<file path="src/rtl/bcd_conv_scheduler.sv">
// Round-robin arbiter sharing one external binary-to-BCD converter between two requesters,
// plus a 2-digit multiplexed display scan with leading-zero blanking.
module bcd_conv_scheduler #(
  parameter int SCAN_DIV = 4
) (
  input  logic       clk,
  input  logic       rst,
  input  logic       req_a,
  input  logic [5:0] val_a,
  output logic       ack_a,
  input  logic       req_b,
  input  logic [5:0] val_b,
  output logic       ack_b,
  output logic [5:0] conv_bin,
  input  logic [3:0] conv_tens,
  input  logic [3:0] conv_ones,
  output logic [7:0] bcd_a,
  output logic [7:0] bcd_b,
  output logic       busy,
  input  logic       disp_sel,
  output logic [3:0] disp_digit,
  output logic [1:0] disp_en
);

  localparam int NUM_REQ = 2;
  localparam logic [15:0] DIV_LAST = 16'(SCAN_DIV - 1);

  typedef enum logic [1:0] {IDLE, ISSUE, DONE} state_t;

  state_t state, state_nx;

  // Requester index: 0 = A, 1 = B.
  logic                          grant, last_grant;
  logic                          win, issue_go;
  logic [NUM_REQ-1:0][7:0]       bcd_q;
  logic [NUM_REQ-1:0]            ack_q;
  logic [15:0]                   scan_cnt;
  logic                          digit_ptr;
  logic [7:0]                    src;

  always_ff @(posedge clk) begin
    if (rst) state <= IDLE;
    else     state <= state_nx;
  end

  always_comb begin
    state_nx = state;
    issue_go = 1'b0;
    win      = grant;
    case (state)
      IDLE: begin
        if (req_a || req_b) begin
          issue_go = 1'b1;
          state_nx = ISSUE;
          win      = (req_a && req_b) ? ~last_grant : req_b;
        end
      end
      ISSUE:   state_nx = DONE;
      DONE:    state_nx = IDLE;
      default: state_nx = IDLE;
    endcase
  end

  always_ff @(posedge clk) begin
    if (rst) begin
      grant      <= 1'b0;
      last_grant <= 1'b1;
      conv_bin   <= '0;
    end else if (issue_go) begin
      grant      <= win;
      last_grant <= win;
      conv_bin   <= win ? val_b : val_a;
    end
  end

  // Per-requester result and ack: captured at the end of ISSUE, once conv_bin has settled.
  for (genvar r = 0; r < NUM_REQ; r++) begin : g_req
    logic hit;
    assign hit = (state == ISSUE) && (grant == 1'(r));
    always_ff @(posedge clk) begin
      if (rst) begin
        bcd_q[r] <= '0;
        ack_q[r] <= 1'b0;
      end else begin
        ack_q[r] <= hit;
        if (hit) bcd_q[r] <= {conv_tens, conv_ones};
      end
    end
  end

  assign ack_a = ack_q[0];
  assign ack_b = ack_q[1];
  assign bcd_a = bcd_q[0];
  assign bcd_b = bcd_q[1];
  assign busy  = (state != IDLE);

  always_ff @(posedge clk) begin
    if (rst) begin
      scan_cnt  <= '0;
      digit_ptr <= 1'b0;
    end else if (scan_cnt == DIV_LAST) begin
      scan_cnt  <= '0;
      digit_ptr <= ~digit_ptr;
    end else begin
      scan_cnt  <= scan_cnt + 16'd1;
    end
  end

  assign src = disp_sel ? bcd_b : bcd_a;

  always_comb begin
    disp_digit = src[3:0];
    disp_en    = 2'b01;
    if (digit_ptr) begin
      if (src[7:4] == 4'd0) begin
        disp_digit = 4'd0;
        disp_en    = 2'b00;
      end else begin
        disp_digit = src[7:4];
        disp_en    = 2'b10;
      end
    end
  end

endmodule

</file>
<file path="config.mk">
export PLATFORM = sky130hd
export DESIGN_NAME = bcd_conv_scheduler
export DESIGN_NICKNAME = d
export VERILOG_FILES = /design/src/rtl/bcd_conv_scheduler.sv
export SDC_FILE = /design/constraint.sdc
export NUM_CORES = 1
export LEC_CHECK = 0
export CELL_PAD_IN_SITES_DETAIL_PLACEMENT = 1
export CELL_PAD_IN_SITES_GLOBAL_PLACEMENT = 1
export CORE_MARGIN = 10
export CORE_UTILIZATION = 36
export CTS_CLUSTER_SIZE = 10
export DETAILED_ROUTE_END_ITERATION = 7
export HOLD_SLACK_MARGIN = 0.08
export PLACE_DENSITY = 0.85
export SLEW_MARGIN = 20
export SYNTH_ARGS = -nofsm -noshare
export SYNTH_HDL_FRONTEND = slang
export SYNTH_SLANG_ARGS = --single-unit
</file>
<file path="constraint.sdc">
create_clock -name clk -period 1.6 [get_ports clk]
set_input_delay 0.32 -clock clk [delete_from_list [all_inputs] [get_ports clk]]
set_output_delay 0.32 -clock clk [all_outputs]
set_load 0.02 [all_outputs]
</file>
Word-level counts from Yosys, hierarchy flattened
Index checks and enable logic that the tools add are counted.

storage, ports and cells
  flip-flop bits (word level) = 45
  input port bits = 25

operators by class
  add/sub/neg operators = 1
  equality and inequality tests = 3
  multiplexer cells = 13
  bitwise operators = 3
  reductions and logical operators = 8

operators with widths
  cell                   number
  $add 16x1->16 const B  1
  $eq 16x2->1 const B    1
  $mux 4                 2
  $mux 8                 1
  $mux 2                 3
  $mux 6                 1
  $mux 1                 5
  $logic_not 4->1        1
  $pmux 2 s2             1
  $logic_and 1x1->1      3
  $not 1->1              3
  $eq 2x1->1 const B     1
  $logic_not 2->1        1
  $ne 2x2->1 const B     1
  $reduce_bool 2->1      1
  $reduce_or 2->1        1
  $logic_or 1x1->1       1

Logic depth before layout (Yosys ltp)
Gate-level depths: netlist (run 1).

  depth after elaboration = 5
  gate-level depth with buffers = 7
  gate-level depth less buffers = 5

Least setup slack after synthesis (run 1)
Ideal clock, no wire load.

  path kind = register to output
  start point = register bcd_q, in the netlist bcd_a[4]
  end point = output port disp_en[1]
  data arrival time = 1.178 ns
  required time = 1.280 ns
  slack = 0.102 ns
  stages on the path, launching flop included = 4
  path buffers = 0
  path through = dfxtp_1 > or4_1 > nor2_1 > a211oi_1

between the ends
  longest elaborated chain between the ends = 4

ends and longest elaborated chain
  element                           RTL line  source
  start: declaration                35        logic [NUM_REQ-1:0][7:0] bcd_q;
  start signal: indexed assignment  86        if (hit) bcd_q[r] <= {conv_tens, conv_ones};
  $mux 8                            109       assign src = disp_sel ? bcd_b : bcd_a;
  $logic_not 4->1                   115       if (src[7:4] == 4'd0) begin
  $mux 2                            115
  $mux 2                            114       if (digit_ptr) begin
  end: declaration                  22        output logic [1:0] disp_en

No other way between the ends.

Worst setup path after layout (run 1)
Same ends and word-level chain as after synthesis.

==> results of run 1 <==
==> registers in the layout (all words and copies together) (netlist names) <==
| signal | cells |
|---|---|
| scan_cnt | 16 |
| digit_ptr | 1 |
| state | 2 |
| bcd_b | 8 |
| last_grant | 1 |
| conv_bin | 6 |
| bcd_a | 8 |
| ack_b | 1 |
| ack_a | 1 |
| grant | 1 |
==> what timing repair did <==
action | CTS | global route
resized for setup | 52 | 21
endpoints found under the setup margin | 28 | 24
buffers inserted | 0 | 4
pin swaps | 0 | 3
==> Yosys cell counts <==
master / n / area (µm²)
sky130_fd_sc_hd__and2_1: 1 / 6.26
sky130_fd_sc_hd__ha_1: 1 / 12.5
sky130_fd_sc_hd__nor2_1: 39 / 146
sky130_fd_sc_hd__buf_4: 1 / 7.51
sky130_fd_sc_hd__mux4_2: 4 / 90.1
sky130_fd_sc_hd__o21bai_1: 1 / 7.51
sky130_fd_sc_hd__buf_2: 2 / 10.0
sky130_fd_sc_hd__o21a_1: 1 / 7.51
sky130_fd_sc_hd__buf_6: 2 / 22.5
sky130_fd_sc_hd__nand4_1: 3 / 18.8
sky130_fd_sc_hd__nor4_4: 1 / 21.3
sky130_fd_sc_hd__nor4b_1: 1 / 8.76
sky130_fd_sc_hd__nor4_1: 3 / 18.8
sky130_fd_sc_hd__nand3_2: 2 / 20.0
sky130_fd_sc_hd__xnor2_1: 13 / 114
sky130_fd_sc_hd__mux2i_1: 18 / 180
sky130_fd_sc_hd__nor2_2: 4 / 25.0
sky130_fd_sc_hd__nand2b_1: 3 / 18.8
sky130_fd_sc_hd__nor3_1: 6 / 30.0
sky130_fd_sc_hd__o21ai_0: 4 / 20.0
sky130_fd_sc_hd__a211oi_1: 7 / 52.6
sky130_fd_sc_hd__dfxtp_1: 45 / 901
sky130_fd_sc_hd__buf_12: 1 / 20.0
sky130_fd_sc_hd__or4_1: 1 / 7.51
sky130_fd_sc_hd__a21oi_1: 4 / 20.0
sky130_fd_sc_hd__nor4_2: 5 / 62.6
sky130_fd_sc_hd__nand3_1: 4 / 20.0
sky130_fd_sc_hd__nor2b_1: 1 / 6.26
sky130_fd_sc_hd__xor2_1: 2 / 17.5
sky130_fd_sc_hd__inv_1: 5 / 18.8
sky130_fd_sc_hd__nand2_1: 8 / 30.0
sky130_fd_sc_hd__nand4_4: 1 / 21.3
sky130_fd_sc_hd__nand3b_1: 1 / 7.51
sky130_fd_sc_hd__clkbuf_1: 4 / 15.0
sky130_fd_sc_hd__and3_1: 1 / 6.26
==> layout make-up <==
cell class / instances / area [µm²] / share of cell area
multi-input combinational: 140 / 1030 / 0.350
sequential: 45 / 908 / 0.309
timing repair buffer: 86 / 805 / 0.274
tap: 72 / 90.1 / 0.0306
clock buffer: 5 / 68.8 / 0.0234
clock inverter: 3 / 21.3 / 0.00723
inverter: 5 / 18.8 / 0.00638
==> metal layers <==
| metal | GRT usage | wire length, µm | vias to the layer above |
|---|---|---|---|
| met1 | 0.150 | 2460 | 858 |
| met2 | 0.243 | 3250 | 52 |
| met3 | 0.0571 | 467 | 12 |
| met4 | 0.0481 | 159 | 0 |
| met5 | 0 | 0 | - |
| li1 | - | - | 860 |
==> stage by stage <==
stage	cell area, µm²	setup TNS (ns)	hold slack [ns]	utilization
after CTS	2850	-0.679	0.515	0.524
after detailed placement	2800	-3.64	0.492	0.514
after global routing	2940	-0.928	0.537	0.541
after global placement	2800	-3.11	0.485	0.514
final	2940	-0.712	0.510	0.541
after floorplan	1990	0	0.452	-
==> worst max path at each step <==
stage / from / endpoint / depth (start not counted) / slack (ns)
floorplan: bcd_a[4] / disp_en[1] / 3 / 0.10
global placement: disp_sel / disp_digit[3] / 3 / -0.65
detailed placement: disp_sel / disp_digit[3] / 3 / -0.69
CTS: bcd_a[7] / disp_en[1] / 4 / -0.25
global route: bcd_a[4] / disp_en[1] / 4 / -0.28
finish: bcd_a[4] / disp_en[1] / 4 / -0.24
==> power groups by stage <==
stage,Clock [mW],Combinational [mW],Sequential (mW)
after global placement,0,0.520,1.24
after detailed placement,0,0.540,1.25
after global routing,0.798,0.581,1.24
after CTS,0.739,0.514,1.22
final,0.725,0.540,1.23
after floorplan,0,0.209,1.29
==> worst max-delay path: cells and delay by family (launching register included) <==
kind,cells,cell delay (ns)
compound gates,1,0.04
flops,1,0.35
simple gates,2,0.65
buf+inv,1,0.17
==> cell families after synthesis <==
kind of cell             count (synthesis)
buffers and inverters                   15
AO/OA/AOI/OAI                           17
XOR/XNOR                                15
AND/OR/NAND/NOR                         85
flip-flops                              45
multiplexers                            22
adder cells (fa/ha/maj)                  1
==> placed cells by master, fill, tap and decap left out, types with 2 or more instances in the layout <==
cell type / count
sky130_fd_sc_hd__nor3_1: 6
sky130_fd_sc_hd__o21ai_0: 4
sky130_fd_sc_hd__nand4_1: 3
sky130_fd_sc_hd__inv_1: 5
sky130_fd_sc_hd__nor4_1: 3
sky130_fd_sc_hd__dfxtp_2: 3
sky130_fd_sc_hd__nor2_2: 5
sky130_fd_sc_hd__clkbuf_8: 5
sky130_fd_sc_hd__xor2_1: 2
sky130_fd_sc_hd__nor2_1: 37
sky130_fd_sc_hd__nand2_1: 8
sky130_fd_sc_hd__a21oi_1: 4
sky130_fd_sc_hd__a211oi_1: 6
sky130_fd_sc_hd__nand2b_1: 3
sky130_fd_sc_hd__buf_4: 26
sky130_fd_sc_hd__buf_12: 3
sky130_fd_sc_hd__mux4_2: 4
sky130_fd_sc_hd__nor4_2: 5
sky130_fd_sc_hd__xnor2_1: 13
sky130_fd_sc_hd__nand3_1: 4
sky130_fd_sc_hd__dfxtp_1: 41
sky130_fd_sc_hd__buf_6: 7
sky130_fd_sc_hd__dlygate4sd2_1: 22
sky130_fd_sc_hd__clkdlybuf4s50_1: 25
sky130_fd_sc_hd__mux2i_1: 18
==> out/qor.json, run 1 <==
{
  "run_status": {"value": "finished, violations left"},
  "failed_checks": {"value": "negative setup slack"},
  "fin_cells": {"value": 356},
  "worst_setup_hold_path_clk_slew": {"value": 0.09, "unit": "ns"},
  "synth.net_count": {"value": 226},
  "hold_path_class": {"value": "flop to flop"},
  "worst-r2r-cell-count": {"value": 6},
  "post_synth.cell_area_avg": {"value": 9.96, "unit": "µm²"},
  "grt_residual_overflow": {"value": 0},
  "min_delay_path_depth": {"value": 2},
  "post_cts_hold_buffer_count": {"value": 0},
  "finClkSkew": {"value": 0.00761, "unit": "ns"},
  "critical_path_required": {"value": 1.28, "unit": "ns"},
  "grt_setup_unrepaired": {"value": "yes"},
  "cts_made_buffers": {"value": 5},
  "place.detailed.hpwl": {"value": 4.53, "unit": "mm"},
  "drc_marker_count_from_the_first_detailed_route_iteration": {"value": 112},
  "synthesized_instance_count": {"value": 200},
  "ys_seq_area_frac": {"value": 0.452},
  "reg2reg_to": {"value": "digit_ptr"},
  "gp_congestion": {"value": 0.795},
  "capture_endpoint_of_the_worst_hold_path": {"value": "conv_bin[5]"},
  "clock_path_buffers": {"value": 2},
  "totalWireLength": {"value": 6.34, "unit": "mm"},
  "route.detailed.drc": {"value": 0},
  "synth_area": {"value": 1990, "unit": "µm²"},
  "critical_path.slowest_cell": {"value": "sky130_fd_sc_hd__or4_4"},
  "global_route.usage.total": {"value": 0.140},
  "placement.io_buffers": {"value": 55},
  "placement.setup.worst_slack": {"value": -0.692, "unit": "ns"},
  "synthAdderAreaFrac": {"value": 0.00628},
  "layout-drive-gt1-share": {"value": 0.250},
  "synthesized_flop_and_latch_total": {"value": 45},
  "std_cell_rows": {"value": 27},
  "max_freq": {"value": 544, "unit": "MHz"},
  "crit_path_max_incr_delay": {"value": 0.53, "unit": "ns"},
  "setup.reg_to_reg.worst_slack": {"value": 0.19, "unit": "ns"},
  "worstMarginPinSlew": {"value": 0.369, "unit": "ns"},
  "muxShareOfSynthArea": {"value": 0.136},
  "yosys.area_share.simple": {"value": 0.239},
  "critical_path.max_fanout": {"value": 2},
  "power.combinational.fraction": {"value": 0.217},
  "die_height": {"value": 94.4, "unit": "µm"},
  "final-hold-violation-count": {"value": 0},
  "tritoncts": {"value": "done"},
  "ys_warn_count": {"value": 0},
  "net-switching-power": {"value": 0.728, "unit": "mW"},
  "routed-via-count": {"value": 1782},
  "grt_first_pass_wirelength": {"value": 9.74, "unit": "mm"},
  "clk_latency": {"value": 0.31, "unit": "ns"},
  "slew_headroom": {"value": 0.751},
  "core_region_area": {"value": 5440, "unit": "µm²"},
  "wp_data_arrival": {"value": 1.52, "unit": "ns"},
  "io_pins": {"value": 56},
  "pwr_density_cell": {"value": 847, "unit": "nW/µm²"},
  "diodes": {"value": 0},
  "number_of_placed_cells_counting_well_taps": {"value": 344},
  "syn_to_final_growth": {"value": 47.7, "unit": "%"},
  "worstHoldStart": {"value": "conv_bin[5]"},
  "routed_via_density": {"value": 5.01},
  "synth_top_family_by_area": {"value": "simple AND/OR/NAND/NOR gates"},
  "vdd_ir_drop_max": {"value": 724, "unit": "µV"},
  "finalSetupViolations": {"value": 5},
  "die_area": {"value": 8910, "unit": "µm²"},
  "clock_power_share": {"value": 0.291},
  "drv.max_cap_violation_count": {"value": 0},
  "power.sequential.fraction": {"value": 0.492},
  "synth-xor-area-share": {"value": 0.0660},
  "min_period_over_period": {"value": 1.15},
  "power.static_leakage": {"value": 1.26, "unit": "nW"},
  "drt-pass1-iter-count": {"value": 4},
  "netSwitchingFraction": {"value": 0.292},
  "first_global_vias": {"value": 1911},
  "finalCriticalPeriod": {"value": 1.84, "unit": "ns"},
  "floorplan.die.width": {"value": 94.4, "unit": "µm"},
  "setup.worst_path.end_class": {"value": "output port"},
  "initial_core_utilization": {"value": 0.366},
  "setup.worst_path.start_class": {"value": "flop"},
  "dr_wl_cell": {"value": 17.8, "unit": "µm"},
  "fillCellCount": {"value": 614},
  "design.final.nets": {"value": 309},
  "detail-route-antenna-nets": {"value": 0},
  "yosys.cell_types.count": {"value": 35},
  "antenna_found_initial": {"value": 0},
  "cts_htree_levels": {"value": 2},
  "cts_num_sinks": {"value": 45},
  "max_transition_viols_final": {"value": 0},
  "clockRootBuffer": {"value": "sky130_fd_sc_hd__clkbuf_8"},
  "critical_path.reg2reg.startpoint": {"value": "scan_cnt[1]"},
  "worst-setup-path-type": {"value": "flop to output port"},
  "internal_power": {"value": 1.76, "unit": "mW"},
  "crit_path_cell_trace": {"value": "or4_4 -> nor2_4 -> a211oi_2 -> buf_4"},
  "pin_count_of_the_biggest_net_entering_global_routing": {"value": 29},
  "design_power_total": {"value": 2.49, "unit": "mW"},
  "final_setup_slack_of_the_worst_path": {"value": -0.237, "unit": "ns"},
  "synth-compound-area-share": {"value": 0.0540}
}
Power figures use the tool's default switching activity.
==> run 2: changes to the inputs <==
ABC_CLOCK_PERIOD_IN_PS = 1600   (was default)
SLEW_MARGIN = 40   (was 20)
==> results of run 2 <==
Same layout as run 1: the final DEF is identical, and so are final timing and power.
==> run 3: changes to the inputs <==
CORE_ASPECT_RATIO = 1.5   (was default)
==> out/qor.json, run 3 (synthesis results as in run 1) <==
{
  "min_period_over_period": {"value": 1.15},
  "pin_count_of_the_biggest_net_entering_global_routing": {"value": 19},
  "grt_setup_unrepaired": {"value": "yes"},
  "placed_area": {"value": 2790, "unit": "µm²"},
  "number_of_placed_cells_counting_well_taps": {"value": 344},
  "totalWireLength": {"value": 5.90, "unit": "mm"},
  "clockRootBuffer": {"value": "sky130_fd_sc_hd__clkbuf_8"},
  "worst-setup-path-type": {"value": "flop to output port"},
  "grt_residual_overflow": {"value": 0},
  "hold_ws": {"value": 0.503, "unit": "ns"},
  "placement.io_buffers": {"value": 55},
  "cts.repair_timing.setup_buffer_count": {"value": 0},
  "drt-pass1-iter-count": {"value": 4},
  "global_route.usage.total": {"value": 0.139},
  "finalSetupTns": {"value": -0.552, "unit": "ns"},
  "design.final.nets": {"value": 307},
  "design_power_total": {"value": 2.75, "unit": "mW"},
  "dr_wl_cell": {"value": 16.8, "unit": "µm"},
  "worst_setup_hold_path_clk_slew": {"value": 0.09, "unit": "ns"},
  "cts_made_buffers": {"value": 5},
  "wp_data_arrival": {"value": 1.52, "unit": "ns"},
  "top_reg_by_flops": {"value": "scan_cnt"},
  "worst-r2r-cell-count": {"value": 5},
  "vdd_ir_drop_max": {"value": 517, "unit": "µV"},
  "routed_via_density": {"value": 5.01},
  "failed_checks": {"value": "negative setup slack"},
  "die_area": {"value": 8970, "unit": "µm²"},
  "route.detailed.drc": {"value": 0},
  "initial_core_utilization": {"value": 0.368},
  "run_status": {"value": "finished, violations left"},
  "drc_marker_count_from_the_first_detailed_route_iteration": {"value": 88},
  "number_of_flip_flops_under_the_largest_register_name": {"value": 16},
  "slew_headroom": {"value": 0.720},
  "routed-via-count": {"value": 1764},
  "fin_cells": {"value": 352},
  "final-hold-violation-count": {"value": 0},
  "pwr_density_cell": {"value": 936, "unit": "nW/µm²"},
  "layout.cells.most_common_list": {"value": "sky130_fd_sc_hd__dfxtp_1 (40), sky130_fd_sc_hd__nor2_1 (38), sky130_fd_sc_hd__buf_4 (27)"},
  "layout-drive-gt1-share": {"value": 0.238},
  "tritoncts": {"value": "done"},
  "layout.cells.most_common": {"value": "sky130_fd_sc_hd__dfxtp_1"},
  "antenna_found_initial": {"value": 0},
  "syn_to_final_growth": {"value": 47.6, "unit": "%"},
  "hold_path_class": {"value": "flop to flop"},
  "finalCriticalPeriod": {"value": 1.84, "unit": "ns"},
  "min_delay_path_depth": {"value": 2},
  "core_region_area": {"value": 5410, "unit": "µm²"},
  "setup.worst_path.end_class": {"value": "output port"},
  "crit_path_cell_trace": {"value": "or4_4 -> nor2_2 -> a211oi_1 -> buf_4"},
  "placement.setup.worst_slack": {"value": -0.676, "unit": "ns"},
  "grt_first_pass_wirelength": {"value": 10.0, "unit": "mm"},
  "clock_path_buffers": {"value": 2},
  "critical_path_required": {"value": 1.28, "unit": "ns"},
  "fillCellCount": {"value": 610},
  "finalInstanceArea": {"value": 2940, "unit": "µm²"},
  "drv.max_cap_violation_count": {"value": 0},
  "clk_latency": {"value": 0.30, "unit": "ns"},
  "io_pins": {"value": 56},
  "diodes": {"value": 0},
  "floorplan.die.width": {"value": 80.7, "unit": "µm"},
  "setup.reg_to_reg.worst_slack": {"value": 0.15, "unit": "ns"},
  "place.detailed.hpwl": {"value": 4.53, "unit": "mm"},
  "fin_util": {"value": 0.543},
  "setup.worst_path.start_class": {"value": "flop"},
  "detail-route-antenna-nets": {"value": 0},
  "final_setup_slack_of_the_worst_path": {"value": -0.235, "unit": "ns"},
  "first_global_vias": {"value": 2038},
  "gp_congestion": {"value": 0.810},
  "critical_path.slowest_cell": {"value": "sky130_fd_sc_hd__or4_4"},
  "finalSetupViolations": {"value": 5},
  "crit_path_max_incr_delay": {"value": 0.54, "unit": "ns"},
  "max_freq": {"value": 545, "unit": "MHz"},
  "power.static_leakage": {"value": 1.31, "unit": "nW"},
  "std_cell_rows": {"value": 33},
  "critical_path.max_fanout": {"value": 2},
  "max_transition_viols_final": {"value": 0},
  "cts_num_sinks": {"value": 45},
  "worstMarginPinSlew": {"value": 0.420, "unit": "ns"},
  "cts_htree_levels": {"value": 2},
  "finClkSkew": {"value": 0.0120, "unit": "ns"},
  "die_height": {"value": 111, "unit": "µm"}
}
run 3: changes by cell type in the layout (fill, tap and decap cells not counted), sizes merged:
cell,change
dlymetal6s2s,+4
clkinvlp,-1
bufinv,+2
inv,-1
dlygate4sd2,-3
clkbuf,-1
buf,-2
run 3: layout make-up:
cell class                 instances  area (µm²)  area share
clock buffer                       5        68.8      0.0234
clock inverter                     3        65.1      0.0221
inverter                           5        18.8     0.00639
multi-input combinational        140        1010       0.344
sequential                        45         910       0.309
tap                               70        87.6      0.0298
timing repair buffer              84         779       0.265
run 3: worst paths after layout:
| kind | from | endpoint |
|---|---|---|
| setup / recovery | bcd_a[7] | disp_en[1] |
| hold reg to reg | conv_bin[1] | conv_bin[1] |
| setup reg to reg | scan_cnt[6] | scan_cnt[15] |
| hold / removal | conv_bin[1] | conv_bin[1] |
run 3: layer usage:
layer / track usage / vias to the layer above / part of all wire
li1: - / 853 / -
met1: 0.134 / 865 / 0.35
met2: 0.257 / 34 / 0.59
met3: 0.0333 / 12 / 0.029
met4: 0.0718 / 0 / 0.035
met5: 0 / - / 0
run 3: what timing repair did:
item / in CTS / in global routing
endpoints found under the setup margin: 24 / 28
hold buffers: 0 / 0
resized for setup: 56 / 11
cloned: 0 / 0
run 3: critical path, delay by kind of cell (launching register included):
family	cells	cell delay, ns
AND/OR/NAND/NOR	2	0.64
AO/OA/AOI/OAI	1	0.07
flip-flops	1	0.33
buffers and inverters	1	0.18
run 3: power breakdown:
| group | switching, mW | internal [mW] |
|---|---|---|
| clock network | 0.390 | 0.621 |
| logic | 0.249 | 0.266 |
| registers | 0.0449 | 1.18 |
| total | 0.684 | 2.07 |
